--- src/rtl/vga_timing_pkg.sv ---
// vga_timing_pkg
//   Shared 640x480@60 VGA timing constants, mole-tile geometry and the
//   decoder FSM state type. The tile driver uses the same timing constants,
//   so both ends of the loopback agree on where every tile sits.
//   No ports (package).
package vga_timing_pkg;

    // Horizontal timing, in pixels
    localparam int VGA_H_SYNC  = 96;
    localparam int VGA_H_BP    = 48;
    localparam int VGA_H_LINE  = 800;

    // Vertical timing, in lines
    localparam int VGA_V_SYNC  = 2;
    localparam int VGA_V_BP    = 33;
    localparam int VGA_V_FRAME = 525;
    localparam int VGA_V_TOL   = 1;

    // Tile geometry, relative to the start of the active area
    localparam int VGA_TILE_W    = 128;
    localparam int VGA_TILE_H    = 128;
    localparam int VGA_COL_PITCH = 129;
    localparam int VGA_ROW0_Y    = 128;
    localparam int VGA_ROW1_Y    = 257;
    localparam int VGA_MARGIN    = 8;

    typedef enum logic [1:0] {
        SEARCH,
        ALIGN,
        LOCKED
    } dec_state_t;

    // True when more than one bit is set; zero and one-hot both return 0.
    function automatic logic is_multi_hot(input logic [7:0] v);
        return (v & (v - 8'd1)) != 8'd0;
    endfunction

endpackage

--- src/rtl/vga_frame_decoder_if.sv ---
// vga_frame_decoder_if
//   Bundles the sampled VGA stream and the decoder results.
//   master : drives pix_en, vga_in_hs/vs (active-low), vga_in_r/g/b (RGB565),
//            observes locked, slot_code, slot_valid, code_err, sync_err.
//   slave  : the decoder side (mirror directions).
interface vga_frame_decoder_if;
    logic       pix_en;
    logic       vga_in_hs;
    logic       vga_in_vs;
    logic [4:0] vga_in_r;
    logic [5:0] vga_in_g;
    logic [4:0] vga_in_b;

    logic       locked;
    logic [7:0] slot_code;
    logic       slot_valid;
    logic       code_err;
    logic       sync_err;

    modport master (
        output pix_en, vga_in_hs, vga_in_vs, vga_in_r, vga_in_g, vga_in_b,
        input  locked, slot_code, slot_valid, code_err, sync_err
    );

    modport slave (
        input  pix_en, vga_in_hs, vga_in_vs, vga_in_r, vga_in_g, vga_in_b,
        output locked, slot_code, slot_valid, code_err, sync_err
    );
endinterface

--- src/rtl/vga_sync_counter.sv ---
// vga_sync_counter
//   Registers the VGA inputs on pix_en, detects sync edges against the
//   previous registered sample, rebuilds h_cnt/v_cnt and checks line and
//   frame lengths. A watchdog flags a stream with no hs falling edge.
//   Ports:
//     clk, rst_n          clock, async active-low reset
//     pix_en              pixel strobe; all state advances only here
//     hs_in, vs_in        active-low syncs
//     rgb_in              RGB565 pixel
//     h_cnt, v_cnt        current position (pre-update value this sample)
//     pix_lit             registered pixel is non-black
//     vs_fall             vs falling edge seen this sample (qualified by pix_en)
//     line_err            hs edge at the wrong h_cnt this sample
//     frame_err           vs falling edge with out-of-tolerance frame length
//     wd_fire             watchdog expiry this sample
module vga_sync_counter #(
    parameter int H_SYNC  = 96,
    parameter int H_LINE  = 800,
    parameter int V_FRAME = 525,
    parameter int V_TOL   = 1
) (
    input  logic        clk,
    input  logic        rst_n,
    input  logic        pix_en,
    input  logic        hs_in,
    input  logic        vs_in,
    input  logic [15:0] rgb_in,
    output logic [10:0] h_cnt,
    output logic [9:0]  v_cnt,
    output logic        pix_lit,
    output logic        vs_fall,
    output logic        line_err,
    output logic        frame_err,
    output logic        wd_fire
);

    localparam int WD_LIMIT = 2 * H_LINE;

    logic        hs_q, hs_prev, vs_q, vs_prev;
    logic [15:0] rgb_q;
    logic [11:0] wd_cnt;
    logic        hs_fall, hs_rise;
    logic [10:0] frame_len;

    assign hs_fall = pix_en &  hs_prev & ~hs_q;
    assign hs_rise = pix_en & ~hs_prev &  hs_q;
    assign vs_fall = pix_en &  vs_prev & ~vs_q;
    assign pix_lit = (rgb_q != 16'd0);

    // Line length is checked on the fall, sync width on the rise.
    assign line_err = (hs_fall && (h_cnt != 11'(H_LINE - 1))) ||
                      (hs_rise && (h_cnt != 11'(H_SYNC - 1)));

    // v_cnt holds the last line index just before the vs fall, so +1 is the length.
    assign frame_len = {1'b0, v_cnt} + 11'd1;
    assign frame_err = vs_fall && ((frame_len < 11'(V_FRAME - V_TOL)) ||
                                   (frame_len > 11'(V_FRAME + V_TOL)));

    assign wd_fire = pix_en && !hs_fall && (wd_cnt == 12'(WD_LIMIT - 1));

    // Syncs reset to their idle (high) level so no edge appears out of reset.
    always_ff @(posedge clk or negedge rst_n) begin
        if (!rst_n) begin
            hs_q    <= 1'b1;
            hs_prev <= 1'b1;
            vs_q    <= 1'b1;
            vs_prev <= 1'b1;
            rgb_q   <= 16'd0;
            h_cnt   <= 11'd0;
            v_cnt   <= 10'd0;
            wd_cnt  <= 12'd0;
        end else if (pix_en) begin
            hs_q    <= hs_in;
            hs_prev <= hs_q;
            vs_q    <= vs_in;
            vs_prev <= vs_q;
            rgb_q   <= rgb_in;

            if (hs_fall)
                h_cnt <= 11'd0;
            else if (h_cnt != 11'h7FF)
                h_cnt <= h_cnt + 11'd1;

            // vs clear has priority over the hs increment on the same sample.
            if (vs_fall)
                v_cnt <= 10'd0;
            else if (hs_fall && (v_cnt != 10'h3FF))
                v_cnt <= v_cnt + 10'd1;

            if (hs_fall || wd_fire)
                wd_cnt <= 12'd0;
            else
                wd_cnt <= wd_cnt + 12'd1;
        end
    end

endmodule

--- src/rtl/vga_frame_decoder.sv ---
// vga_frame_decoder
//   Receive side of the VGA tile loopback: locks to the sampled stream and
//   reports which of the 8 mole tiles were lit in the last complete frame.
//   Ports:
//     clk, rst_n   50 MHz clock, async active-low reset
//     bus (slave)  pix_en + VGA stream in; locked, slot_code, slot_valid,
//                  code_err, sync_err out
module vga_frame_decoder
    import vga_timing_pkg::*;
#(
    parameter int H_SYNC    = VGA_H_SYNC,
    parameter int H_BP      = VGA_H_BP,
    parameter int H_LINE    = VGA_H_LINE,
    parameter int V_SYNC    = VGA_V_SYNC,
    parameter int V_BP      = VGA_V_BP,
    parameter int V_FRAME   = VGA_V_FRAME,
    parameter int V_TOL     = VGA_V_TOL,
    parameter int TILE_W    = VGA_TILE_W,
    parameter int TILE_H    = VGA_TILE_H,
    parameter int COL_PITCH = VGA_COL_PITCH,
    parameter int ROW0_Y    = VGA_ROW0_Y,
    parameter int ROW1_Y    = VGA_ROW1_Y,
    parameter int MARGIN    = VGA_MARGIN
) (
    input logic               clk,
    input logic               rst_n,
    vga_frame_decoder_if.slave bus
);

    logic [10:0] h_cnt;
    logic [9:0]  v_cnt;
    logic        pix_lit, vs_fall, line_err, frame_err, wd_fire;
    logic [31:0] h_pos, v_pos;
    logic [7:0]  tile_hit;

    dec_state_t  state;
    logic [7:0]  hits;
    logic        line_bad;
    logic        frame_bad_now;
    logic        locked_r, slot_valid_r, code_err_r, sync_err_r;
    logic [7:0]  slot_code_r;

    vga_sync_counter #(
        .H_SYNC  (H_SYNC),
        .H_LINE  (H_LINE),
        .V_FRAME (V_FRAME),
        .V_TOL   (V_TOL)
    ) u_sync (
        .clk       (clk),
        .rst_n     (rst_n),
        .pix_en    (bus.pix_en),
        .hs_in     (bus.vga_in_hs),
        .vs_in     (bus.vga_in_vs),
        .rgb_in    ({bus.vga_in_r, bus.vga_in_g, bus.vga_in_b}),
        .h_cnt     (h_cnt),
        .v_cnt     (v_cnt),
        .pix_lit   (pix_lit),
        .vs_fall   (vs_fall),
        .line_err  (line_err),
        .frame_err (frame_err),
        .wd_fire   (wd_fire)
    );

    assign h_pos = 32'(h_cnt);
    assign v_pos = 32'(v_cnt);

    // Tile i sits in column i%4 and row i/4; the window is inset by MARGIN
    // so a pixel or two of sampling skew at the tile edge cannot matter.
    for (genvar i = 0; i < 8; i++) begin : g_tile
        localparam int X0  = H_SYNC + H_BP + (i % 4) * COL_PITCH;
        localparam int Y0  = V_SYNC + V_BP + ((i < 4) ? ROW0_Y : ROW1_Y);
        localparam int XLO = X0 + MARGIN;
        localparam int XHI = X0 + TILE_W - 1 - MARGIN;
        localparam int YLO = Y0 + MARGIN;
        localparam int YHI = Y0 + TILE_H - 1 - MARGIN;
        assign tile_hit[i] = pix_lit &&
                             (h_pos >= XLO) && (h_pos <= XHI) &&
                             (v_pos >= YLO) && (v_pos <= YHI);
    end

    // The hs fall that coincides with the vs fall also judges the last line.
    assign frame_bad_now = line_bad | line_err | frame_err;

    always_ff @(posedge clk or negedge rst_n) begin
        if (!rst_n) begin
            state        <= SEARCH;
            hits         <= 8'd0;
            line_bad     <= 1'b0;
            locked_r     <= 1'b0;
            slot_code_r  <= 8'd0;
            slot_valid_r <= 1'b0;
            code_err_r   <= 1'b0;
            sync_err_r   <= 1'b0;
        end else begin
            // Pulses drop on the clk after they were raised, pix_en or not.
            slot_valid_r <= 1'b0;
            sync_err_r   <= 1'b0;
            if (bus.pix_en) begin
                if (wd_fire) begin
                    state      <= SEARCH;
                    locked_r   <= 1'b0;
                    sync_err_r <= 1'b1;
                    hits       <= 8'd0;
                    line_bad   <= 1'b0;
                end else begin
                    case (state)
                        SEARCH: begin
                            if (vs_fall) begin
                                state    <= ALIGN;
                                hits     <= 8'd0;
                                line_bad <= 1'b0;
                            end
                        end
                        ALIGN: begin
                            if (vs_fall) begin
                                hits     <= 8'd0;
                                line_bad <= 1'b0;
                                if (frame_bad_now) begin
                                    sync_err_r <= 1'b1;
                                end else begin
                                    state    <= LOCKED;
                                    locked_r <= 1'b1;
                                end
                            end else begin
                                line_bad <= line_bad | line_err;
                                hits     <= hits | tile_hit;
                            end
                        end
                        LOCKED: begin
                            if (vs_fall) begin
                                hits     <= 8'd0;
                                line_bad <= 1'b0;
                                if (frame_bad_now) begin
                                    state      <= ALIGN;
                                    locked_r   <= 1'b0;
                                    sync_err_r <= 1'b1;
                                end else begin
                                    slot_code_r  <= hits;
                                    code_err_r   <= is_multi_hot(hits);
                                    slot_valid_r <= 1'b1;
                                end
                            end else begin
                                line_bad <= line_bad | line_err;
                                hits     <= hits | tile_hit;
                            end
                        end
                        default: state <= SEARCH;
                    endcase
                end
            end
        end
    end

    assign bus.locked     = locked_r;
    assign bus.slot_code  = slot_code_r;
    assign bus.slot_valid = slot_valid_r;
    assign bus.code_err   = code_err_r;
    assign bus.sync_err   = sync_err_r;

endmodule

--- src/flat_wrapper.sv ---
// flat-port wrapper written by rule: the top's interface ports become plain ports
module vga_frame_decoder_flat import vga_timing_pkg::*;
#(
    parameter int H_SYNC    = VGA_H_SYNC,
    parameter int H_BP      = VGA_H_BP,
    parameter int H_LINE    = VGA_H_LINE,
    parameter int V_SYNC    = VGA_V_SYNC,
    parameter int V_BP      = VGA_V_BP,
    parameter int V_FRAME   = VGA_V_FRAME,
    parameter int V_TOL     = VGA_V_TOL,
    parameter int TILE_W    = VGA_TILE_W,
    parameter int TILE_H    = VGA_TILE_H,
    parameter int COL_PITCH = VGA_COL_PITCH,
    parameter int ROW0_Y    = VGA_ROW0_Y,
    parameter int ROW1_Y    = VGA_ROW1_Y,
    parameter int MARGIN    = VGA_MARGIN
)
  (clk, rst_n, bus_pix_en, bus_vga_in_hs, bus_vga_in_vs, bus_vga_in_r, bus_vga_in_g, bus_vga_in_b, bus_locked, bus_slot_code, bus_slot_valid, bus_code_err, bus_sync_err);
  vga_frame_decoder_if bus_i ();
  input logic clk;
  input logic rst_n;
  input wire logic [$bits(bus_i.pix_en)-1:0] bus_pix_en;
  input wire logic [$bits(bus_i.vga_in_hs)-1:0] bus_vga_in_hs;
  input wire logic [$bits(bus_i.vga_in_vs)-1:0] bus_vga_in_vs;
  input wire logic [$bits(bus_i.vga_in_r)-1:0] bus_vga_in_r;
  input wire logic [$bits(bus_i.vga_in_g)-1:0] bus_vga_in_g;
  input wire logic [$bits(bus_i.vga_in_b)-1:0] bus_vga_in_b;
  output wire logic [$bits(bus_i.locked)-1:0] bus_locked;
  output wire logic [$bits(bus_i.slot_code)-1:0] bus_slot_code;
  output wire logic [$bits(bus_i.slot_valid)-1:0] bus_slot_valid;
  output wire logic [$bits(bus_i.code_err)-1:0] bus_code_err;
  output wire logic [$bits(bus_i.sync_err)-1:0] bus_sync_err;
  assign bus_i.pix_en = bus_pix_en;
  assign bus_i.vga_in_hs = bus_vga_in_hs;
  assign bus_i.vga_in_vs = bus_vga_in_vs;
  assign bus_i.vga_in_r = bus_vga_in_r;
  assign bus_i.vga_in_g = bus_vga_in_g;
  assign bus_i.vga_in_b = bus_vga_in_b;
  assign bus_locked = bus_i.locked;
  assign bus_slot_code = bus_i.slot_code;
  assign bus_slot_valid = bus_i.slot_valid;
  assign bus_code_err = bus_i.code_err;
  assign bus_sync_err = bus_i.sync_err;
  vga_frame_decoder #(.H_SYNC(H_SYNC), .H_BP(H_BP), .H_LINE(H_LINE), .V_SYNC(V_SYNC), .V_BP(V_BP), .V_FRAME(V_FRAME), .V_TOL(V_TOL), .TILE_W(TILE_W), .TILE_H(TILE_H), .COL_PITCH(COL_PITCH), .ROW0_Y(ROW0_Y), .ROW1_Y(ROW1_Y), .MARGIN(MARGIN)) u_core (.clk(clk), .rst_n(rst_n), .bus(bus_i));
endmodule
--- config.mk ---
export PLATFORM = sky130hd
export DESIGN_NAME = vga_frame_decoder_flat
export DESIGN_NICKNAME = d
export VERILOG_FILES = /design/src/rtl/vga_timing_pkg.sv /design/src/rtl/vga_frame_decoder_if.sv /design/src/rtl/vga_sync_counter.sv /design/src/rtl/vga_frame_decoder.sv /design/src/flat_wrapper.sv
export SDC_FILE = /design/constraint.sdc
export NUM_CORES = 1
export LEC_CHECK = 0
export ABC_AREA = 1
export CAP_MARGIN = 20
export CORE_MARGIN = 4
export CORE_UTILIZATION = 55
export DETAILED_ROUTE_END_ITERATION = 8
export PLACE_DENSITY = 0.77
export SLEW_MARGIN = 25
export SYNTH_ARGS = -nofsm -noshare
export SYNTH_HDL_FRONTEND = slang
export SYNTH_SLANG_ARGS = --single-unit
--- constraint.sdc ---
create_clock -name clk -period 2 [get_ports clk]
set_input_delay 0.4 -clock clk [delete_from_list [all_inputs] [get_ports clk]]
set_output_delay 0.4 -clock clk [all_outputs]
set_load 0.02 [all_outputs]
==> flow_summary.yaml <==
power_and_ir_drop:
  switchingPower_mw: 1.608
  p_int_mw: 3.373
  leakagePower_nw: 2.686
  ir_worst_vdd_mv: 0.5834
  p_comb_share_pct: 30.8
  p_total_mw: 4.981
  seqPwrFrac_pct: 38.5
  clkPwrFrac_pct: 30.7
  power_switching_share_pct: 32.29
  pwr_density_cell_nw_per_um2: 890.6
floorplanning:
  die_h_um: 97.25
  die_width_um: 97.25
  ios: 33
  die_area_um2: 9457
  rows: 32
  fp.coreArea_um2: 7727
  start_util_pct: 56.69
route:
  drt-initial-drc-count: 229
  final_antenna_net_count: 0
  vias: 4099
  post_drt_wl_per_cell_um: 13.68
  detail_route.first_pass.iterations: 5
  wl_um: 10530
  vias_per_cell: 5.323
  drcViolationCount: 0
synth:
  syn_avg_cell_area_um2: 7.501
  synth_cells: 584
  ys_types: 44
  seq_area_frac_synth_pct: 43.53
  synthesis.nets: 616
  synth_warnings: 0
  synth_seq_cells: 76
  syn_area_um2: 4380
finish:
  nNetsFinal: 695
  layout_common_cells: "nand2_1, inv_1, dfrtp_1"
  post-route-util_pct: 72.38
  area_delta_synth_final_pct: 27.68
  finalNonFillerCells: 770
  final_area_um2: 5593
  final_common_cell: "nand2_1"
  num_antenna_cells: 0
  drive_above_1_share_pct: 19.76
clock_tree:
  clock_sinks: 76
  clock_latency_ns: 0.35
  clk_pin_slew_ns: 0.08
  cts-buffers-inserted: 9
  cts_tree: "yes"
  clockBufferDepth: 2
  cts-root-buf: "clkbuf_8"
  htreeDepth: 3
setup_path:
  worstSetupPathType: "register to register"
  crit_path_max_fanout: 5
  cp-end-kind: "register"
  arrival_ns: 2.30
  cp-start-kind: "register"
  critical_path_required_ns: 2.24
timing:
  maxSlewHeadroom_pct: 73.20
  max_freq_mhz: 485.0
  hold_violations: 0
  setup_viol: 12
  fin_crit_ns: 2.062
  worstMarginPinSlew_ns: 0.3989
  fin_crit_sh_pct: 103.1
  rsz0062_at_grt: "true"
  maxSlewViolCount: 0
  worst_slack_ns: -0.06185
  skew_ns: 0.007487
run_status:
  violations: "negative setup slack"
  run_status: "finished, violations left"
grt:
  grt_antenna_before_repair: 0
  grt_overflow: 0
  grt_pass1_vias: 3898
  grt_max_degree: 49
  grtUsageTotal_pct: 21.89
  grt_pass1_wl_um: 17270
flow_run:
  cap_violations: 0
placed_design:
  gp_congestion: 0.9793
  place_hpwl_um: 7394
  post_dp_cell_area_um2: 5059
  dp.cells: 744
  port-buffer-count: 32
hold_path:
  hold_path_class: "register to register"
## kinds of logic (layout without fill, tap and decap cells)
| family | Yosys count | count (layout) | share of synthesized area, % |
|---|---|---|---|
| AOI/OAI and AO/OA | 106 | 106 | 14.25 |
| DFF | 76 | 76 | 43.53 |
| xor gates and xnor gates | 8 | 8 | 1.600 |
| buffers and inverters | 106 | 188 | 9.454 |
| adders and majority gates | 11 | 11 | 3.142 |
| and+or+nand+nor | 277 | 279 | 28.02 |
## flip-flops by register name, summed over array words and instances (netlist names)
name	flops
u_core.u_sync.rgb_q	16
u_core.bus.locked	1
u_core.u_sync.wd_cnt	12
u_core.u_sync.hs_prev	1
u_core.state	2
u_core.u_sync.h_cnt	11
u_core.hits	8
u_core.u_sync.vs_prev	1
u_core.bus.code_err	1
u_core.bus.sync_err	1
u_core.bus.slot_code	8
u_core.bus.slot_valid	1
u_core.u_sync.hs_q	1
u_core.u_sync.vs_q	1
u_core.line_bad	1
u_core.u_sync.v_cnt	10
## layer usage
metal,wire length (um),GRT usage [%]
met3,495,3.446
met2,5267,37.00
met5,0,0
met4,232,8.839
met1,4538,28.12
## Yosys cell counts (all sizes together)
cell type    n  area share, %
a21boi       2           0.34
or2          1           0.14
nand4       12            1.9
a211oi       2           0.34
clkinv       1          0.086
nand3b       1           0.17
dfrtp       72             41
o32ai        2           0.40
a22o         1           0.20
clkbuf       7           0.60
o21bai       3           0.51
inv         94            8.1
xor2         6            1.2
o211ai       2           0.34
o21a         1           0.17
buf          4           0.71
o22ai       13            1.9
ha          11            3.1
nor4         3           0.43
o21ai       51            6.4
xnor2        2           0.40
dfstp        4            2.4
nand3       41            4.8
a21oi       29            3.7
nor3        12            1.7
nor2        58            5.4
nand2      147             13
nor3b        2           0.34
## final timing paths
check                      cells past startpoint                    from                       to  slack, ns
min in group asynchronous                      2                   rst_n           u_core.hits[1]       0.51
max in group asynchronous                      3                   rst_n    u_core.u_sync.vs_prev       0.85
hold / removal                                 2      u_core.u_sync.vs_q       u_core.u_sync.vs_q       0.47
hold reg to reg                                2      u_core.u_sync.vs_q       u_core.u_sync.vs_q       0.47
setup / recovery                              14  u_core.u_sync.v_cnt[1]  u_core.bus.slot_code[2]      -0.06
setup reg to reg                              14  u_core.u_sync.v_cnt[1]  u_core.bus.slot_code[2]      -0.06
## worst max-delay path, stage by stage (launching register included)
cell     delay, ns
dfrtp_2       0.47
ha_4          0.19
nand3_2       0.08
nor2_2        0.05
buf_4         0.13
a21oi_2       0.13
nand2_1       0.06
nor2_1        0.14
nand3_1       0.13
nand2_2       0.12
nand3_4       0.11
inv_8         0.12
nand2_8       0.07
nand2_1       0.08
o21ai_2       0.05
## power groups by stage
stage               Sequential (mW)  Clock [mW]  Combinational (mW)
floorplan                      1.96           0               0.810
global placement               1.91           0                1.36
detailed placement             1.92           0                1.39
CTS                            1.90        1.55                1.41
global route                   1.95        1.63                1.71
finish                         1.92        1.53                1.53
## through the flow
stage	setup slack [ns]	setup TNS [ns]	hold WS, ns
finish	-0.06185	-0.5422	0.4739
global route	-0.1623	-1.932	0.4777
CTS	-0.04706	-0.3593	0.4729
detailed placement	-0.1818	-3.935	0.3554
global placement	-0.1513	-2.824	0.3493
floorplan	0.1371	0	0.1044
## layout make-up
class | instances | area, um2
sequential | 76 | 1909
fill | 567 | 2135
inverter | 95 | 366.6
clock buffer | 13 | 178.9
multi-input combinational | 404 | 2250
timing repair buffer | 77 | 670.6
clock inverter | 3 | 90.09
tap | 102 | 127.6
## timing repair
action | in CTS | in global routing
cloned | 0 | 2
buffers inserted | 2 | 5
endpoints found under the hold margin | 28 | 0
resized for setup | 7 | 42
endpoints found under the setup margin | 13 | 35
hold buffers | 1 | 0
pin swaps | 3 | 19
(Power assumes the default switching activity.)
